<file path="src/rtl/uart_digest_tx_if.sv">
// Handshake and serial-line bundle for the digest transmitter.
// The master side (host logic / bench) supplies the baud tick, the start
// request and the word; the slave side (the transmitter) returns the line
// and its status.
interface uart_digest_tx_if #(
  parameter int NBYTES = 20
);
  logic                  s_tick;
  logic                  start;
  logic [8*NBYTES-1:0]   din;
  logic                  tx;
  logic                  busy;
  logic                  done_tick;

  modport master (
    output s_tick, start, din,
    input  tx, busy, done_tick
  );

  modport slave (
    input  s_tick, start, din,
    output tx, busy, done_tick
  );
endinterface

</file>
<file path="src/rtl/uart_digest_tx.sv">
// Multi-byte 8N1 UART transmitter: latches an NBYTES-wide word on start and
// sends it most-significant byte first, each byte LSB first, with no idle gap
// between bytes. Timing is driven by a 16x oversampling baud tick.
module uart_digest_tx #(
  parameter int NBYTES  = 20,
  parameter int SB_TICK = 16
) (
  input  logic            clk,
  input  logic            rst,
  uart_digest_tx_if.slave bus
);

  localparam int W  = 8 * NBYTES;
  localparam int TW = (SB_TICK > 16) ? $clog2(SB_TICK) : 4;
  localparam int BW = (NBYTES > 1) ? $clog2(NBYTES) : 1;

  typedef enum logic [1:0] {IDLE, START, DATA, STOP} state_t;

  state_t          state, state_n;
  logic [TW-1:0]   tick, tick_n;
  logic [2:0]      bit_cnt, bit_cnt_n;
  logic [BW-1:0]   byte_cnt, byte_cnt_n;
  logic [W-1:0]    word, word_n;
  logic            tx_q, tx_n;
  logic            done_q, done_n;
  logic [7:0]      cur_byte_n;

  // State, counters, shift register and registered line outputs.
  always_ff @(posedge clk or negedge rst) begin
    if (!rst) begin
      state    <= IDLE;
      tick     <= '0;
      bit_cnt  <= '0;
      byte_cnt <= '0;
      word     <= '0;
      tx_q     <= 1'b1;
      done_q   <= 1'b0;
    end else begin
      state    <= state_n;
      tick     <= tick_n;
      bit_cnt  <= bit_cnt_n;
      byte_cnt <= byte_cnt_n;
      word     <= word_n;
      tx_q     <= tx_n;
      done_q   <= done_n;
    end
  end

  // Next-state logic; every counter holds unless s_tick is high.
  always_comb begin
    state_n    = state;
    tick_n     = tick;
    bit_cnt_n  = bit_cnt;
    byte_cnt_n = byte_cnt;
    word_n     = word;
    done_n     = 1'b0;

    case (state)
      IDLE: begin
        // A start coinciding with the done pulse is the tail of the previous
        // request and is deliberately not taken; the tick in the accepting
        // cycle is not counted either.
        if (bus.start && !done_q) begin
          word_n     = bus.din;
          tick_n     = '0;
          bit_cnt_n  = '0;
          byte_cnt_n = '0;
          state_n    = START;
        end
      end

      START: begin
        if (bus.s_tick) begin
          if (tick == TW'(15)) begin
            tick_n  = '0;
            state_n = DATA;
          end else begin
            tick_n = tick + TW'(1);
          end
        end
      end

      DATA: begin
        if (bus.s_tick) begin
          if (tick == TW'(15)) begin
            tick_n = '0;
            if (bit_cnt == 3'd7) begin
              bit_cnt_n = '0;
              state_n   = STOP;
            end else begin
              bit_cnt_n = bit_cnt + 3'd1;
            end
          end else begin
            tick_n = tick + TW'(1);
          end
        end
      end

      STOP: begin
        if (bus.s_tick) begin
          if (tick == TW'(SB_TICK - 1)) begin
            tick_n = '0;
            if (byte_cnt == BW'(NBYTES - 1)) begin
              state_n = IDLE;
              done_n  = 1'b1;
            end else begin
              // Next byte moves into the top lane; restart framing at once.
              byte_cnt_n = byte_cnt + BW'(1);
              word_n     = word << 8;
              state_n    = START;
            end
          end else begin
            tick_n = tick + TW'(1);
          end
        end
      end

      default: state_n = IDLE;
    endcase
  end

  // Line level for the next cycle, derived from where the FSM is going so
  // tx can be a plain register with no decode glitches.
  always_comb begin
    cur_byte_n = word_n[W-1 -: 8];
    tx_n       = 1'b1;
    case (state_n)
      START:   tx_n = 1'b0;
      DATA:    tx_n = cur_byte_n[bit_cnt_n];
      default: tx_n = 1'b1;
    endcase
  end

  assign bus.tx        = tx_q;
  assign bus.busy      = (state != IDLE);
  assign bus.done_tick = done_q;

endmodule
</file>
<file path="src/flat_wrapper.sv">
// flat-port wrapper written by rule: the top's interface ports become plain ports
module uart_digest_tx_flat 
#(
  parameter int NBYTES  = 20,
  parameter int SB_TICK = 16
)
  (clk, rst, bus_s_tick, bus_start, bus_din, bus_tx, bus_busy, bus_done_tick);
  uart_digest_tx_if #(.NBYTES(NBYTES)) bus_i ();
  input  logic clk;
  input  logic rst;
  input wire logic [$bits(bus_i.s_tick)-1:0] bus_s_tick;
  input wire logic [$bits(bus_i.start)-1:0] bus_start;
  input wire logic [$bits(bus_i.din)-1:0] bus_din;
  output wire logic [$bits(bus_i.tx)-1:0] bus_tx;
  output wire logic [$bits(bus_i.busy)-1:0] bus_busy;
  output wire logic [$bits(bus_i.done_tick)-1:0] bus_done_tick;
  assign bus_i.s_tick = bus_s_tick;
  assign bus_i.start = bus_start;
  assign bus_i.din = bus_din;
  assign bus_tx = bus_i.tx;
  assign bus_busy = bus_i.busy;
  assign bus_done_tick = bus_i.done_tick;
  uart_digest_tx #(.NBYTES(NBYTES), .SB_TICK(SB_TICK)) u_core (.clk(clk), .rst(rst), .bus(bus_i));
endmodule
</file>
<file path="config.mk">
export PLATFORM = sky130hd
export DESIGN_NAME = uart_digest_tx_flat
export DESIGN_NICKNAME = d
export VERILOG_FILES = /design/src/rtl/uart_digest_tx_if.sv /design/src/rtl/uart_digest_tx.sv /design/src/flat_wrapper.sv
export SDC_FILE = /design/constraint.sdc
export NUM_CORES = 1
export LEC_CHECK = 0
export ABC_AREA = 1
export BUFFER_PORTS_ARGS = -buffer_cell sky130_fd_sc_hd__buf_2
export CAP_MARGIN = 20
export CORE_UTILIZATION = 33
export CTS_BUF_LIST = sky130_fd_sc_hd__clkbuf_16
export DETAILED_ROUTE_END_ITERATION = 10
export PLACE_DENSITY = 0.51
export SYNTH_ARGS = -nofsm -noshare
export SYNTH_HDL_FRONTEND = slang
export SYNTH_SLANG_ARGS = --single-unit
</file>
<file path="constraint.sdc">
create_clock -name clk -period 2.4 [get_ports clk]
set_input_delay 0.48 -clock clk [delete_from_list [all_inputs] [get_ports clk]]
set_output_delay 0.48 -clock clk [all_outputs]
set_load 0.01 [all_outputs]
</file>
# Word level (Yosys, flattened, before mapping)

Index checks and enable logic that the tools add are counted.

Bits in latches: 0
Bits in registers: 176
RAM bits: 0
ROM bits: 0
Input bits: 164
Word-level logic and storage cells: 69
Memories: 0
Output and inout bits: 3

Muxes and demuxes: 36
Multipliers: 0
Equality and inequality tests: 13
Bitwise logic cells: 0
$lt $le $gt $ge: 1
Divide/modulo/power cells: 0
Reductions and logical operators: 8
Shift-type cells: 0
Add/sub/neg operators: 3

Operators with widths:

| operator            | number |
|---|---|
| $mux 160            | 4 |
| $pmux 160 s2        | 1 |
| $mux 5              | 4 |
| $mux 2              | 8 |
| $mux 3              | 4 |
| $mux 4              | 3 |
| $pmux 5 s2          | 1 |
| $pmux 2 s4          | 1 |
| $pmux 4 s2          | 1 |
| $eq 2x2->1 const B  | 3 |
| $mux 1              | 6 |
| $ne 2x1->1 const B  | 3 |
| $pmux 3 s2          | 1 |
| $add 5x1->5 const B | 1 |
| $eq 5x5->1 const B  | 1 |
| $reduce_and 5->1    | 1 |
| $add 4x1->4 const B | 1 |
| $eq 2x1->1 const B  | 2 |
| $eq 4x4->1 const B  | 1 |
| $lt 3x4->1 const B  | 1 |
| $ne 2x2->1 const B  | 2 |
| $reduce_bool 2->1   | 2 |
| $add 3x1->3 const B | 1 |
| $bmux 1 s3          | 1 |
| other kinds (7)     | 7 |

# Logic depth before layout (Yosys ltp)

Depth after elaboration: 8
Gate-level depth with buffers: 16
Gate-level depth less buffers: 15

# Worst setup path before layout

Ideal clock, no wire load.

Kind: reg-to-reg
Start: register u_core.state[0]
End: register u_core.word[149]
Stages on the path, launching flop included: 11
Path slack: 0.599 ns
Data required time: 2.267 ns
Clock period less this slack: 1.801 ns
Data arrival time: 1.669 ns
Setup time: 0.133 ns
Buffers on the path: 2
Cell sequence: dfrtp_1 inv_1 ha_1 inv_2 o21ai_2 inv_2 nand2_2 buf_6 buf_2 a221oi_1 a21oi_1

Cells in the longest elaborated chain, start to end: 3
Elaborated cells on any way between the ends: 9
Classes of those cells: 5 x eq/ne; 1 x mux; 3 x reduce/logical

Ends and longest elaborated chain:

| element                                                   | line                 | source |
|---|---|---|
| start, declared                                           | uart_digest_tx.sv:19 | `state_t state, state_n;` |
| start signal, assigned                                    | uart_digest_tx.sv:39 | `state <= state_n;` |
| $eq 2x2->1 or $logic_not 2->1 (tied branches)             | uart_digest_tx.sv:58 | `case (state)` |
| $ne 2x1->1 (no source line), or another cell as far along | n/a                  |  |
| $reduce_and 5->1 (no source line)                         | n/a                  |  |
| end signal, assigned                                      | uart_digest_tx.sv:43 | `word <= word_n;` |
| end, declared                                             | uart_digest_tx.sv:23 | `logic [W-1:0] word, word_n;` |

Parallel ways exist; a longest one is shown, timed or not.
A chain may end at the register's enable or synchronous reset.

# Worst setup path after layout

Start: register u_core.state[0]
End: register u_core.word[110]

Same word-level chain as after synthesis.

==> run_results.csv <==
group,metric,value,unit
run_status,outcome,"complete, no violations",
drt,drc_errors,0,
pwr,irDropWorstVdd,558.9,µV
drt,drt-wirelength-per-cell,17.21,µm
drt,ant_nets,0,
cts,cts_root_buf,"clkbuf_16",
pwr,cellPowerDensity,1460,nW/µm²
floorplan,die_w,159.5,µm
worst_setup_path,critPathMaxFanout,29,
cells_and_area,finalNonFillerCells,1364,
global_route,grtUsageTotal,19.02,%
placed_design,place_hpwl,16.03,mm
floorplan,die_area,25440,µm²
synth,syn_nets,1055,
floorplan,io_pins,167,
drt,wl,23.47,mm
cells_and_area,nNetsFinal,1197,
cells_and_area,multi_input_area,3231,µm²
synth,ys_seq_area_share,53.82,%
cts,clkTransAtPathRegs,0.07,ns
global_route,grt_max_degree,68,
worst_setup_path,start_kind,"flop",
synth,syn-cell-area,8185,µm²
timing,finalCritPeriodShare,89.83,%
synth,syn_inst,883,
worst_setup_path,critical_path_class,"flop to flop",
timing,final_hold_viol_count,0,
pwr,leakagePower,0.004679,µW
global_route,antenna_found_initial,3,
synth,ys_seq_elements,176,
placed_design,gp_congestion,0.8422,
cells_and_area,regArea,4405,µm²
cts,clock_path_buffers,2,
flow_run,drv_cap,0,
synth,async_reset_ff_share,100.0,%
cts,holdBufCountCts,0,
timing,clock_skew,0.01182,ns
timing,rsz0062_at_grt,"false",
cells_and_area,nFillCells,2503,
timing,tightest_slew,0.4748,ns
worst_setup_path,worstPathRequired,2.71,ns
timing,relSlewSlack,68.35,%
synth,synthTopCellsByCount,"nor2_1 (284), dfrtp_1 (175), a221oi_1 (127)",
timing,fmax,463.8,MHz
cts,cts_post_setup_buffers_inserted,0,
cts,cts-htree-levels,4,
global_route,grt_pass1_wl,37.85,mm
floorplan,core,24320,µm²
synth,synth.distinct_cells,34,
drt,firstDrtPassIters,5,
floorplan,start_util,33.66,%
cts,clock-sinks,176,
global_route,grt-ovfl-total,0,
timing,setup_tns,0,ns
synth,synth_warnings,0,
timing,holdWs,0.01024,ns
worst_setup_path,cp-end-kind,"flop",
drt,num_vias,6963,
drt,routed_via_density,5.105,
global_route,grt_pass1_vias,6806,
cells_and_area,drive_above_1_share,22.93,%
drt,drtIter0Drc,526,
synth,synth_top_area_share,53.50,%
timing,setup_viol,0,
synth,synth_most_common_cell,"nor2_1",
cells_and_area,area_growth,21.46,%
timing,period_needed,2.156,ns
synth,synth_ff_type,"dfrtp_1",
cts,clock_latency,0.43,ns
worst_setup_path,critPathArrivalTime,2.47,ns
synth,synth_area_per_cell,9.270,µm²
synth,synthTopCellsByArea,"dfrtp_1 (54%), a221oi_1 (14%), nor2_1 (13%), nand2_1 (3.6%), buf_2 (2.6%)",
cts,numCtsBuffers,17,
placed_design,dp.cells,1330,
synth,synth_edf_count,0,
synth,synth_top_cell_by_area,"dfrtp_1",
worst_hold_path,hold_class,"input pin to asynchronous set/reset pin",
floorplan,die_h,159.5,µm
cts,cts_tree,"yes",
timing,maxSlewViolCount,0,
placed_design,io_buffers,166,
floorplan,rows,57,
==> per-layer routing <==
metal / vias up / track usage [%] / part of all wire, %
met4: 2 / 5.201 / 1.4
li1: 3378 / - / -
met3: 23 / 3.543 / 4.2
met2: 170 / 29.81 / 47
met1: 3390 / 26.83 / 47
met5: - / 0 / 0.055
==> final timing paths <==
kind                             startpoint          endpoint  slack, ns  cells after the start
max                         u_core.state[0]  u_core.word[110]       0.24                      9
min                                     rst   u_core.word[67]       0.01                      1
max reg2reg                 u_core.state[0]  u_core.word[110]       0.24                      9
min reg2reg                u_core.word[153]  u_core.word[153]       0.48                      2
max in group asynchronous               rst     u_core.bus.tx       1.67                      2
min in group clk                 bus_din[5]    u_core.word[5]       0.29                      3
==> sequential cells by signal, indices dropped and copies added, names as in the netlist <==
| signal | flops |
|---|---|
| u_core.bit_cnt | 3 |
| u_core.bus.done_tick | 1 |
| u_core.bus.tx | 1 |
| u_core.byte_cnt | 5 |
| u_core.state | 2 |
| u_core.tick | 4 |
| u_core.word | 160 |
==> kinds of logic (layout without fill, tap and decap cells) <==
group / count (synthesis) / count (layout) / share of synthesized area (%)
other: 0 / 2 / 0
AO/OA/AOI/OAI: 190 / 190 / 18.27
adder cells (fa/ha/maj): 8 / 8 / 1.223
AND/OR/NAND/NOR: 404 / 404 / 19.50
XOR/XNOR: 3 / 3 / 0.3211
buffers and inverters: 102 / 257 / 6.863
flip-flops: 176 / 176 / 53.82
==> placed cells by master (no fill, tap or decap), types with 2 or more instances in the layout <==
| cell | n |
|---|---|
| a21oi_1 | 27 |
| a221oi_1 | 127 |
| a22oi_1 | 17 |
| buf_12 | 12 |
| buf_2 | 165 |
| buf_4 | 13 |
| bufinv_16 | 2 |
| clkbuf_16 | 17 |
| clkinv_2 | 2 |
| clkinv_4 | 3 |
| clkinvlp_4 | 3 |
| dfrtp_1 | 175 |
| diode_2 | 2 |
| ha_1 | 8 |
| inv_1 | 30 |
| inv_2 | 3 |
| inv_6 | 5 |
| nand2_1 | 79 |
| nand2_2 | 2 |
| nand3_1 | 23 |
| nand4_1 | 6 |
| nor2_1 | 284 |
| nor2_2 | 2 |
| nor3_1 | 4 |
| o21ai_0 | 10 |
| o21ai_1 | 2 |
| xor2_1 | 2 |
==> layout make-up <==
cell class	instances	area share, %
inverters	34	1.359
multi-input cells	605	32.49
repair buffers	191	11.84
well taps	324	4.078
clock inverters	15	1.586
clock buffers	17	4.279
diodes	2	0.05034
flip-flops and latches	176	44.31
==> power by group <==
| part | total (µW) | leakage [µW] | internal [µW] | switching (µW) |
|---|---|---|---|---|
| sequential | 5380 | 0.00216 | 4520 | 863 |
| combinational | 6330 | 0.00224 | 2470 | 3860 |
| clock | 2800 | 0.000282 | 1540 | 1260 |
| total | 14500 | 0.00468 | 8530 | 5990 |
==> through the flow <==
stage	instance area [µm²]	power [µW]	setup slack, ns	util (%)
2_1_floorplan	8185	10030	0.5988	-
3_3_place_gp	9334	11690	0.1384	38.38
3_5_place_dp	9334	11810	0.06315	38.38
4_1_cts	9917	14640	0.03374	40.78
5_1_grt	9940	15860	0.02062	40.87
6_report	9942	14510	0.2441	40.88
==> worst max-delay path, cell delays in order (launching register included) <==
cell,delay (ns)
dfrtp_1,0.38
inv_1,0.09
ha_1,0.34
inv_2,0.20
o21ai_4,0.12
inv_2,0.11
nand2_4,0.10
buf_4,0.25
a221oi_1,0.36
nor2_1,0.08
==> timing repair <==
item                                    CTS  global route
endpoints found under the setup margin    0             1
endpoints found under the hold margin     0             0
resized for setup                         0             4
(Power assumes the default switching activity.)
